File: config.mk
export PLATFORM = sky130hd
export DESIGN_NAME = image_sender
export DESIGN_NICKNAME = d
export VERILOG_FILES = /design/src/rtl/image_sender.sv
export SDC_FILE = /design/constraint.sdc
export NUM_CORES = 1
export LEC_CHECK = 0
export BUFFER_PORTS_ARGS = -buffer_cell sky130_fd_sc_hd__buf_2
export CORE_MARGIN = 3
export CORE_UTILIZATION = 55
export CTS_CLUSTER_SIZE = 20
export DETAILED_ROUTE_END_ITERATION = 6
export PLACE_DENSITY = 0.81
export SLEW_MARGIN = 25
export SYNTH_ARGS = -nofsm -noshare
export SYNTH_HDL_FRONTEND = slang
export SYNTH_SLANG_ARGS = --single-unit
File: constraint.sdc
create_clock -name clk -period 3.1 [get_ports clk]
set_input_delay 0.465 -clock clk [delete_from_list [all_inputs] [get_ports clk]]
set_output_delay 0.465 -clock clk [all_outputs]
set_load 0.02 [all_outputs]
File: src/rtl/image_sender.sv
// image_sender: streams one RGB frame from a frame memory to a detector.
//
// A frame is requested with start while idle. The block reads the frame
// memory in raster order (1-cycle read latency), presents every pixel on a
// registered bus for exactly one cycle with no gaps, and flags the frame
// start with a one-cycle enable pulse. It then waits for the detector's
// finish flag to rise (bounded by TIMEOUT cycles) and fall again before
// reporting success.
//
// Ports
//   clk, rst_n          clock, asynchronous active-low reset
//   start               frame request, honoured only in IDLE
//   mem_rd, mem_addr    frame-memory read strobe and raster address
//   mem_R/G/B           frame-memory read data, valid 1 cycle after mem_rd
//   image_out_R/G/B     registered pixel bus to the detector
//   enable              one-cycle frame-start pulse
//   finish              detector busy-sending flag
//   busy                high whenever the FSM is not in IDLE
//   done                one-cycle pulse on a completed frame
//   timeout_err         one-cycle pulse when finish never arrives
//   frame_count         number of completed frames (wraps)
module image_sender #(
   parameter int WIDTH       = 256,
   parameter int DEPTH       = 256,
   parameter int COLOR_DEPTH = 8,
   parameter int TIMEOUT     = 1024
) (
   input  logic                   clk,
   input  logic                   rst_n,
   input  logic                   start,
   output logic                   mem_rd,
   output logic [15:0]            mem_addr,
   input  logic [COLOR_DEPTH-1:0] mem_R,
   input  logic [COLOR_DEPTH-1:0] mem_G,
   input  logic [COLOR_DEPTH-1:0] mem_B,
   output logic [COLOR_DEPTH-1:0] image_out_R,
   output logic [COLOR_DEPTH-1:0] image_out_G,
   output logic [COLOR_DEPTH-1:0] image_out_B,
   output logic                   enable,
   input  logic                   finish,
   output logic                   busy,
   output logic                   done,
   output logic                   timeout_err,
   output logic [15:0]            frame_count
);

   localparam int NPIX = WIDTH * DEPTH;
   localparam int PW   = $clog2(NPIX + 1);
   localparam int XW   = (WIDTH > 1) ? $clog2(WIDTH) : 1;
   localparam int YW   = (DEPTH > 1) ? $clog2(DEPTH) : 1;
   localparam int TW   = $clog2(TIMEOUT + 1);

   typedef enum logic [2:0] {
      IDLE, PREFETCH, ARM, STREAM, WAIT_FIN, WAIT_LOW
   } state_t;

   state_t                 state_q;
   logic [XW-1:0]          posx_q, posx_d;
   logic [YW-1:0]          posy_q, posy_d;
   logic [15:0]            mem_addr_q, mem_addr_d;
   logic                   mem_rd_q;
   logic [PW-1:0]          pix_q;
   logic [TW-1:0]          tmo_q;
   logic [COLOR_DEPTH-1:0] r_q, g_q, b_q;
   logic                   enable_q, busy_q, done_q, tmo_err_q;
   logic [15:0]            frame_count_q;
   logic                   last_rd, more_rd;

   // Next raster position and its linear address.
   always_comb begin
      posx_d = posx_q;
      posy_d = posy_q;
      if (posx_q == XW'(WIDTH - 1)) begin
         posx_d = '0;
         posy_d = posy_q + 1'b1;
      end else begin
         posx_d = posx_q + 1'b1;
      end
      mem_addr_d = 16'(32'(posy_d) * WIDTH + 32'(posx_d));
      last_rd    = (posx_q == XW'(WIDTH - 1)) && (posy_q == YW'(DEPTH - 1));
      more_rd    = mem_rd_q && !last_rd;
   end

   always_ff @(posedge clk or negedge rst_n) begin
      if (!rst_n) begin
         state_q       <= IDLE;
         posx_q        <= '0;
         posy_q        <= '0;
         mem_addr_q    <= '0;
         mem_rd_q      <= 1'b0;
         pix_q         <= '0;
         tmo_q         <= '0;
         r_q           <= '0;
         g_q           <= '0;
         b_q           <= '0;
         enable_q      <= 1'b0;
         busy_q        <= 1'b0;
         done_q        <= 1'b0;
         tmo_err_q     <= 1'b0;
         frame_count_q <= '0;
      end else begin
         enable_q  <= 1'b0;
         done_q    <= 1'b0;
         tmo_err_q <= 1'b0;

         // Reads run one address ahead of the pixel bus, so issuing starts
         // in PREFETCH and stops right after the last raster address.
         if (state_q == PREFETCH || state_q == ARM || state_q == STREAM) begin
            if (more_rd) begin
               posx_q     <= posx_d;
               posy_q     <= posy_d;
               mem_addr_q <= mem_addr_d;
            end else begin
               mem_rd_q   <= 1'b0;
               mem_addr_q <= '0;
            end
         end

         case (state_q)
            IDLE: begin
               r_q <= '0;
               g_q <= '0;
               b_q <= '0;
               // A start coinciding with the done pulse belongs to the
               // previous handshake and is dropped.
               if (start && !done_q) begin
                  state_q    <= PREFETCH;
                  busy_q     <= 1'b1;
                  mem_rd_q   <= 1'b1;
                  mem_addr_q <= '0;
                  posx_q     <= '0;
                  posy_q     <= '0;
                  pix_q      <= '0;
               end
            end
            PREFETCH: begin
               state_q  <= ARM;
               enable_q <= 1'b1;
            end
            ARM: begin
               r_q     <= mem_R;
               g_q     <= mem_G;
               b_q     <= mem_B;
               state_q <= STREAM;
            end
            STREAM: begin
               if (pix_q == PW'(NPIX - 1)) begin
                  r_q     <= '0;
                  g_q     <= '0;
                  b_q     <= '0;
                  tmo_q   <= '0;
                  state_q <= WAIT_FIN;
               end else begin
                  r_q   <= mem_R;
                  g_q   <= mem_G;
                  b_q   <= mem_B;
                  pix_q <= pix_q + 1'b1;
               end
            end
            WAIT_FIN: begin
               if (finish) begin
                  state_q <= WAIT_LOW;
               end else if (tmo_q == TW'(TIMEOUT - 1)) begin
                  state_q   <= IDLE;
                  busy_q    <= 1'b0;
                  tmo_err_q <= 1'b1;
               end else begin
                  tmo_q <= tmo_q + 1'b1;
               end
            end
            WAIT_LOW: begin
               if (!finish) begin
                  state_q       <= IDLE;
                  busy_q        <= 1'b0;
                  done_q        <= 1'b1;
                  frame_count_q <= frame_count_q + 1'b1;
               end
            end
            default: begin
               state_q <= IDLE;
               busy_q  <= 1'b0;
            end
         endcase
      end
   end

   assign mem_rd      = mem_rd_q;
   assign mem_addr    = mem_addr_q;
   assign image_out_R = r_q;
   assign image_out_G = g_q;
   assign image_out_B = b_q;
   assign enable      = enable_q;
   assign busy        = busy_q;
   assign done        = done_q;
   assign timeout_err = tmo_err_q;
   assign frame_count = frame_count_q;

endmodule

# Word level (Yosys, flattened, before mapping)
# Index checks and enable logic that the tools add are counted.
[totals]
regBits = 108
latchBits = 0
ramBits = 0
mem_bits_ro = 0
in_bits = 28
out_inout_bits = 61
word_cells = 105
n_memories = 0
[op_classes]
n_addsub = 6
multipliers = 0
n_div = 0
order_cmp = 0
eq_ne = 17
shifts = 0
n_mux = 48
bitwise_logic = 2
reduce_logical = 17
[op_table]
columns = ["cell", "n"]
rows = [
  ["$mux W8", 13],
  ["$pmux W8 S3", 3],
  ["$mux W16", 4],
  ["$mux W17", 2],
  ["$pmux W17 S2", 1],
  ["$mux W11", 3],
  ["$pmux W11 S2", 1],
  ["$pmux W3 S6", 1],
  ["$add A17 B1 Y17 const B", 1],
  ["$eq A17 B16 Y1 const B", 1],
  ["$add A16 B1 Y16 const B", 1],
  ["$add A16 B8 Y16", 1],
  ["$add A8 B1 Y8 const B", 2],
  ["$eq A8 B8 Y1 const B", 2],
  ["$mux W3", 5],
  ["$mux W1", 14],
  ["$ne A2 B2 Y1 const B", 6],
  ["$add A11 B1 Y11 const B", 1],
  ["$eq A11 B10 Y1 const B", 1],
  ["$reduce_and A4 Y1", 2],
  ["$eq A3 B2 Y1 const B", 2],
  ["$eq A3 B3 Y1 const B", 2],
  ["$reduce_and A5 Y1", 1],
  ["$pmux W1 S4", 1],
  ["other kinds (13)", 19],
]

# Depth between registers and ports, before layout
# Gate-level depths: netlist (run 1).
[depth]
depth_word = 8
depth_mapped = 9
depth_no_buf = 8

# Least setup slack after synthesis (run 1)
# Ideal clock, no wire load.
[synth_path]
path_type = "register to register"
start = "reg pix_q[6]"
end = "reg tmo_q[4]"
setup_ns = 0.077
arrival_ns = 2.315
required_ns = 3.023
setup_slack_ns = 0.708
path_stages_with_launch = 10
path_buffers = 1
period_less_slack_ns = 2.392
path_cell_list = "dfrtp_1 > nand4_1 > nor4_1 > and4_1 > ha_1 > and4b_1 > buf_2 > nor2_1 > or4_1 > a21oi_1"
[synth_via]
elab_chain_len = 3
[synth_rtl]
columns = ["element", "line_no", "rtl"]
rows = [
  ["start: declaration", "62", "logic [PW-1:0] pix_q;"],
  ["start signal: assignment", "157", "pix_q <= pix_q + 1'b1;"],
  ["$eq A17 B16 Y1", "147", "if (pix_q == PW'(NPIX - 1)) begin"],
  ["$ne A2 B1 Y1 (no line)", "-", ""],
  ["$reduce_and A4 Y1 (no line)", "-", ""],
  ["end signal: assignment", "168", "tmo_q <= tmo_q + 1'b1;"],
  ["end: declaration", "63", "logic [TW-1:0] tmo_q;"],
]
# No other way between the ends.
# A chain may end at the register's enable or synchronous reset.

# Final worst setup path (run 1)
[layout_path]
start = "reg pix_q[6]"
end = "reg tmo_q[5]"
# The elaborated chain is that of the path after synthesis.

==> flow_summary.ini, run 1 <==
[status]
status = finished clean

[setup_path]
cp_cell_sequence = nand4_1 -> nor4_1 -> and4_1 -> ha_1 -> nand4b_1 -> a21o_1 -> or4_1 -> a21oi_1
r2r_end = tmo_q[5]
required_ns = 3.40
crit_family = simple AND/OR/NAND/NOR gates
crit_buf_inv = 0
slowest_stage = or4_1
cp_max_fo = 8
r2r_start = pix_q[6]
worst-r2r-setup-slack_ns = 0.35
path_class = reg2reg
crit_arrival_ns = 3.05
cp_slowest_stage_delay_ns = 0.48
r2r_cells = 8
cp-end-kind = flop
critical_path.startpoint_type = flop

[clock_network]
cts.sinks = 108
cts.htree.levels = 3
cts_root_buf = clkbuf_8
cts_resized = 0
hold_buffers = 0
clock_latency_ns = 0.37
cts_tree = yes
path_clk_slew_ns = 0.10
cts_buffers = 9
post_cts_buffers = 0
clock_path_buffers = 2

[power_and_ir_drop]
leakagePower_nw = 2.686
peakVddDrop_v = 0.0004986
p_sw_w = 0.001400
switching_share_pct = 36.30
seq_power_share_pct = 52.6
p_int_w = 0.002457
p_per_area_nw_per_um2 = 646.7
clkPwrFrac_pct = 20.7
comb_power_share_pct = 26.7

[detailed_routing]
firstDrtPassIters = 5
drt_iter0_markers = 244
routed.top_layer = met4
wl_met2_um = 6188
vias = 4368
viasPerCell = 6.041
wl_um = 12090
route.detailed.drc = 0
wl_met3_um = 494
met1_length_um = 5265
wl_per_cell_um = 16.73
ant_nets = 0

[finish]
fin_cells = 723
nets = 626
n_fill_cell = 723
area_growth_pct = 14.43
drive_gt1_share_pct = 20.10
antennaDiodeCount = 0
fin_area_um2 = 5964

[yosys]
synth_top_area_share_pct = 51.85
synthAdderAreaFrac_pct = 1.440
syn-num-nets = 545
ys_seq_area_share_pct = 51.85
ys_warn_count = 0
synth-xor-area-share_pct = 4.705
syn_inst = 511
synth_compound_area_share_pct = 18.00
synth.distinct_cells = 56
syn_area_per_cell_um2 = 10.20
synth_ff_type = dfrtp_1
synth_top_family_by_area = simple AND/OR/NAND/NOR gates
ys_async_sr_fraction_pct = 100.0
synth.area.top_cells = dfrtp_1 52%, a22o_1 4.0%, xnor2_1 3.5%, nand2_1 3.5%, a21oi_1 2.9%
muxShareOfSynthArea_pct = 0.5761
synth_edf_count = 0
synth_area_leader_cell = dfrtp_1
synthSimpleGateAreaFrac_pct = 19.80
syn_area_um2 = 5212
ys_seq_elements = 108

[global_routing]
grt_pass1_wl_um = 20470
antenna_found_initial = 0
grt_max_degree = 56
grtUsageTotal_pct = 23.91
grt_overflow = 0
grt_pass1_vias = 4338

[floorplanning]
die_w_um = 103.4
core_area_um2 = 8976
num_io_pins = 89
rows = 34
die-area_um2 = 10680
start_util_pct = 58.07
die_y_um = 103.4

[placed_design]
portBuffers = 88
dp_cells = 707
finalWeightedCongestion = 0.8541
dp_hpwl_um = 8547
place_ws_ns = 0.3719
placed_area_um2 = 5788

[timing]
clock_skew_ns = 0.008761
fin_ws_ns = 0.3522
hold_viol = 0
worst_pin_slew_ns = 0.7910
drv_slew = 0
finalCritPeriodShare_pct = 88.64
fmax_mhz = 363.9
max-slew-margin-rel_pct = 47.14
min_period_ns = 2.748
holdWs_ns = 0.1319
setup_viol = 0
grt_setup_unrepaired = false
finalSetupTns_ns = 0

[flow_run]
maxCapViolCount = 0

[hold_path]
hold_path.class = in2async
## cell usage after synthesis, drive strengths merged (8+ instances only)
library cell and n:
a21oi 30, a22o 24, and4 9, buf 8
clkbuf 22, dfrtp 108, inv 15, nand2 48
nand3 23, nand4 17, nor2 16, nor3 9
o21ai 30, o31ai 17, or4 16, xnor2 21
## state kept, by name, summed over array words and instances (netlist names), 8 cells and up
name         cells
pix_q           17
frame_count     16
mem_addr        16
tmo_q           11
image_out_B      8
image_out_G      8
image_out_R      8
posx_q           8
posy_q           8
## cell families (layout without fill, tap and decap cells)
logic type / count (synthesis) / in the layout
buf+inv: 45 / 131
simple gates: 182 / 182
mux: 3 / 3
compound gates: 139 / 139
xor+xnor: 28 / 28
fa+ha+maj: 6 / 6
flops: 108 / 108
## final cells by class
cell class / instances / area [um^2] / share of cell area, %
Clock inverter: 5 / 35.03 / 0.5874
Clock buffer: 11 / 141.4 / 2.370
Timing Repair Buffer: 100 / 545.5 / 9.146
Inverter: 15 / 56.30 / 0.9440
Multi-Input combinational cell: 358 / 2326 / 39.00
Sequential cell: 108 / 2703 / 45.31
Tap cell: 126 / 157.7 / 2.643
## stage by stage
stage,utilization (%),power (W)
floorplan,-,0.002730
global placement,64.48,0.003005
detailed placement,64.48,0.003071
CTS,66.45,0.003871
global route,66.45,0.004113
finish,66.45,0.003857
## layout by cell type (no fill, tap or decap), types with 4 or more instances in the layout
cell type	synthesis	layout
a211oi_1	5	4
a21o_1	4	4
a21oi_1	30	30
a22o_1	24	24
a31oi_1	5	5
and3_1	7	7
and4_1	9	9
buf_2	4	87
buf_4	0	12
clkbuf_8	0	10
dfrtp_1	108	108
ha_1	6	6
inv_1	15	15
nand2_1	48	48
nand2b_1	5	5
nand3_1	23	23
nand4_1	17	17
nor2_1	16	16
nor3_1	9	9
nor4_1	7	7
o21a_1	5	5
o21ai_0	29	29
o31ai_1	17	17
or3_1	5	5
or4_1	16	16
or4b_1	4	4
xnor2_1	21	21
xor2_1	7	7
## routing by layer
metal / up-vias / GRT usage [%]
li1: 2082 / -
met1: 2171 / 32.15
met2: 100 / 39.02
met3: 15 / 5.231
met4: 0 / 7.171
met5: - / 0
## power by group through the flow
stage	clock [W]	combinational, W	sequential, W
after floorplan	0	0.000652	0.00208
after global placement	0	0.000987	0.00202
after detailed placement	0	0.00103	0.00204
after CTS	0.000812	0.00104	0.00202
after global routing	0.000871	0.00117	0.00208
final	0.000797	0.00103	0.00203
## how the worst max path moves through the flow
stage	startpoint	end	cells past startpoint
global placement	pix_q[6]	tmo_q[5]	8
CTS	pix_q[6]	tmo_q[5]	8
finish	pix_q[6]	tmo_q[5]	8
detailed placement	pix_q[6]	tmo_q[5]	8
global route	pix_q[6]	tmo_q[7]	8
floorplan	pix_q[6]	tmo_q[4]	9
No activity file was read; power rests on OpenSTA's default activity.
==> inputs of run 2 (changes only) <==
Settings changed: RECOVER_POWER from default to 100.
==> flow_summary.ini, run 2 (synthesized netlist as in run 1, its figures left out) <==
[clock_network]
cts_resized = 0
cts_tree = yes
hold_buffers = 0
cts_buffers = 9
clock_latency_ns = 0.37
cts.htree.levels = 3
cts.sinks = 108
clock_path_buffers = 2
path_clk_slew_ns = 0.10
cts_root_buf = clkbuf_8
post_cts_buffers = 0

[power_and_ir_drop]
p_per_area_nw_per_um2 = 654.0
leakagePower_nw = 2.463
peakVddDrop_v = 0.0004898

[global_routing]
grt_pass1_wl_um = 20470
grt_pass1_vias = 4338
grt_max_degree = 56
grtUsageTotal_pct = 23.91
antenna_found_initial = 0
grt_overflow = 0

[timing]
grt_setup_unrepaired = false
fmax_mhz = 355.7
min_period_ns = 2.811
max-slew-margin-rel_pct = 11.12
drv_slew = 0
clock_skew_ns = 0.01058
setup_viol = 0
finalCritPeriodShare_pct = 90.68
worst_pin_slew_ns = 1.333
fin_ws_ns = 0.2889
finalSetupTns_ns = 0
hold_viol = 0

[floorplanning]
die-area_um2 = 10680
die_w_um = 103.4
die_y_um = 103.4
start_util_pct = 58.07
rows = 34
core_area_um2 = 8976
num_io_pins = 89

[finish]
nets = 626
final_common_cell = dfrtp_1
area_growth_pct = 12.17
largest_reg_flops = 17
antennaDiodeCount = 0
final_util_pct = 65.14
drive_gt1_share_pct = 8.878
regMostFlops = pix_q
fin_area_um2 = 5847
layout_common_cells = 108 x dfrtp_1, 67 x clkbuf_1, 48 x nand2_1

[placed_design]
portBuffers = 88
place_ws_ns = 0.3719
dp_hpwl_um = 8547
placed_area_um2 = 5788
finalWeightedCongestion = 0.8541

[detailed_routing]
route.detailed.drc = 0
wl_um = 12080
vias = 4410
viasPerCell = 6.100
firstDrtPassIters = 6
ant_nets = 0
drt_iter0_markers = 238
wl_per_cell_um = 16.70

[setup_path]
r2r_cells = 9
critPathLaunch = pix_q[6]
cp_max_fo = 8
critical_path.startpoint_type = flop
cp-endpoint = tmo_q[6]
required_ns = 3.38
path_class = reg2reg
r2r_end = tmo_q[6]
r2r_start = pix_q[6]
cp-end-kind = flop
crit_arrival_ns = 3.09
worst-r2r-setup-slack_ns = 0.29

[status]
status = finished clean

[flow_run]
maxCapViolCount = 0

[hold_path]
hold_path.class = in2reg
-- run 2: cell types whose count changed in the layout (fill, tap and decap cells not counted), moves of 2 or more --
cell      delta
clkbuf_2     +2
buf_2       -61
buf_4        -6
clkbuf_1    +66
-- run 2: cell type report --
class | instances | area (um^2)
Multi-Input combinational cell | 358 | 2321
Clock buffer | 11 | 141.4
Timing Repair Buffer | 100 | 432.9
Sequential cell | 108 | 2703
Clock inverter | 5 | 35.03
Tap cell | 126 | 157.7
Inverter | 15 | 56.30
Fill cell | 761 | 3129
-- run 2: worst min path at each step --
stage          depth (start not counted)         endpoint            start
6_report                               2   image_out_B[4]         mem_B[4]
5_1_grt                                2   image_out_B[1]         mem_B[1]
4_1_cts                                1         tmo_q[2]            rst_n
3_5_place_dp                           1  frame_count[15]  frame_count[15]
3_3_place_gp                           1  frame_count[15]  frame_count[15]
2_1_floorplan                          0             busy            rst_n
-- run 2: routing by layer --
metal  global-route usage [%]  part of all wire [%]
met5                        0                     0
met3                    5.231                   5.0
met4                    7.171                   1.1
met2                    39.02                    51
met1                    32.15                    43
-- run 2: metrics by stage --
step | total power [W] | std cells | hold slack, ns
after floorplan | 0.002730 | 511 | 0.1694
after global placement | 0.003005 | 707 | 0.4580
after detailed placement | 0.003071 | 707 | 0.4571
after CTS | 0.003871 | 723 | 0.1424
after global routing | 0.004078 | 723 | 0.2890
final | 0.003824 | 723 | 0.3005
-- run 2: power by group --
| group | switching (W) | internal [W] |
|---|---|---|
| Combinational | 0.000591 | 0.000403 |
| Sequential | 0.000331 | 0.00170 |
| Clock | 0.000480 | 0.000317 |
-- run 2: critical path: stages (launching register included) --
cell and delay, ns:
dfrtp_1 0.47, nand4_1 0.16, nor4_1 0.34, and4_1 0.24, ha_1 0.26, and4b_1 0.25
clkbuf_1 0.33, o2111ai_1 0.16, or4_1 0.42, o21ai_0 0.10
==> inputs of run 3 (changes only) <==
Settings changed: CORE_UTILIZATION 55 to 41, PLACE_DENSITY 0.81 to 0.64.
==> flow_summary.ini, run 3 (synthesized netlist as in run 1, its figures left out) <==
[status]
status = finished clean

[setup_path]
critical_path.startpoint_type = flop
required_ns = 3.37
cp_max_fo = 8
cp-end-kind = flop
crit_arrival_ns = 3.04
r2r_cells = 9
r2r_start = pix_q[6]
worst-r2r-setup-slack_ns = 0.33
r2r_end = tmo_q[6]
path_class = reg2reg
critPathLaunch = pix_q[6]

[finish]
nets = 626
antennaDiodeCount = 0
final_common_cell = dfrtp_1
drive_gt1_share_pct = 8.710
regMostFlops = pix_q
layout_common_cells = 108 x dfrtp_1, 68 x clkbuf_1, 48 x nand2_1
area_growth_pct = 15.48
largest_reg_flops = 17
final_util_pct = 49.29

[timing]
drv_slew = 0
min_period_ns = 2.766
clock_skew_ns = 0.01019
finalSetupTns_ns = 0
worst_pin_slew_ns = 1.273
grt_setup_unrepaired = false
setup_viol = 0
hold_viol = 0
fmax_mhz = 361.5
finalCritPeriodShare_pct = 89.23
max-slew-margin-rel_pct = 15.13

[hold_path]
whs_path_depth = 2
hold_path.class = in2reg
hold_start = mem_R[3]
min_to = image_out_R[3]

[clock_network]
post_cts_buffers = 0
clock_path_buffers = 2
cts_resized = 0
cts.sinks = 108
cts_root_buf = clkbuf_16
path_clk_slew_ns = 0.08
hold_buffers = 0
cts.htree.levels = 3
clock_latency_ns = 0.35
cts_tree = yes
cts_buffers = 9

[floorplanning]
core_area_um2 = 12210
die_y_um = 118.8
rows = 40
die-area_um2 = 14100
die_w_um = 118.8
num_io_pins = 89
start_util_pct = 42.68

[global_routing]
grt_pass1_wl_um = 20810
grt_pass1_vias = 4230
antenna_found_initial = 0
grtUsageTotal_pct = 17.83
grt_overflow = 0
grt_max_degree = 51

[flow_run]
maxCapViolCount = 0

[power_and_ir_drop]
p_sw_w = 0.001433
leakagePower_nw = 2.511
seq_power_share_pct = 48.5
switching_share_pct = 34.33
p_per_area_nw_per_um2 = 693.3
p_int_w = 0.002741
comb_power_share_pct = 23.7
peakVddDrop_v = 0.0004424
clkPwrFrac_pct = 27.8

[placed_design]
dp_hpwl_um = 8579
portBuffers = 88
finalWeightedCongestion = 0.8750

[detailed_routing]
route.detailed.drc = 0
drt_iter0_markers = 210
ant_nets = 0
viasPerCell = 5.650
wl_um = 12330
vias = 4322
firstDrtPassIters = 4
wl_per_cell_um = 16.12
run 3: cell count changes in the layout (fill, tap and decap cells not counted), sizes merged:
cell | before | now
inv | 16 | 17
buf | 32 | 31
bufinv | 0 | 1
clkinvlp | 1 | 2
clkinv | 3 | 1
run 3: how the worst max path moves through the flow:
stage / cells past startpoint / end
after floorplan: 9 / tmo_q[4]
after detailed placement: 8 / tmo_q[5]
after global placement: 8 / tmo_q[5]
after global routing: 9 / tmo_q[6]
final: 9 / tmo_q[6]
after CTS: 8 / tmo_q[5]
run 3: cell type report:
| cell class | count | area, um^2 |
|---|---|---|
| fill | 1188 | 6192 |
| sequential | 108 | 2703 |
| multi-input combinational | 358 | 2321 |
| timing repair buffer | 100 | 429.2 |
| clock buffer | 10 | 229.0 |
| tap | 168 | 210.2 |
| clock inverter | 6 | 71.32 |
| inverter | 15 | 56.30 |
run 3: per-layer routing:
metal	up-vias	track usage, %	share of wire, %
li1	2078	-	-
met1	2126	24.44	46
met2	102	28.49	48
met3	16	3.636	4.7
met4	0	5.648	1.3
met5	-	0	0
run 3: critical path, stage by stage (launching register included):
cell       delay (ns)
dfrtp_1          0.44
nand4_1          0.15
nor4_1           0.32
and4_1           0.24
ha_1             0.28
and4b_1          0.25
clkbuf_1         0.34
o2111ai_1        0.17
or4_1            0.42
o21ai_0          0.08
run 3: metrics by stage:
| step | setup slack [ns] | cell area [um^2] | instances | total power, W | hold WS, ns |
|---|---|---|---|---|---|
| after floorplan | 0.7079 | 5213 | 511 | 0.002730 | 0.1694 |
| after global placement | 0.4685 | 5841 | 749 | 0.003032 | 0.4590 |
| after detailed placement | 0.4098 | 5841 | 749 | 0.003077 | 0.4616 |
| after CTS | 0.3961 | 6141 | 765 | 0.004262 | 0.1773 |
| after global routing | 0.1902 | 6020 | 765 | 0.004465 | 0.3088 |
| final | 0.3337 | 6020 | 765 | 0.004173 | 0.3305 |
run 3: power groups by stage:
stage | registers [W] | logic (W) | clock network [W]
6_report | 0.00202 | 0.000989 | 0.00116
3_5_place_dp | 0.00204 | 0.00104 | 0
3_3_place_gp | 0.00202 | 0.00101 | 0
4_1_cts | 0.00201 | 0.00104 | 0.00120
5_1_grt | 0.00208 | 0.00112 | 0.00126
2_1_floorplan | 0.00208 | 0.000652 | 0
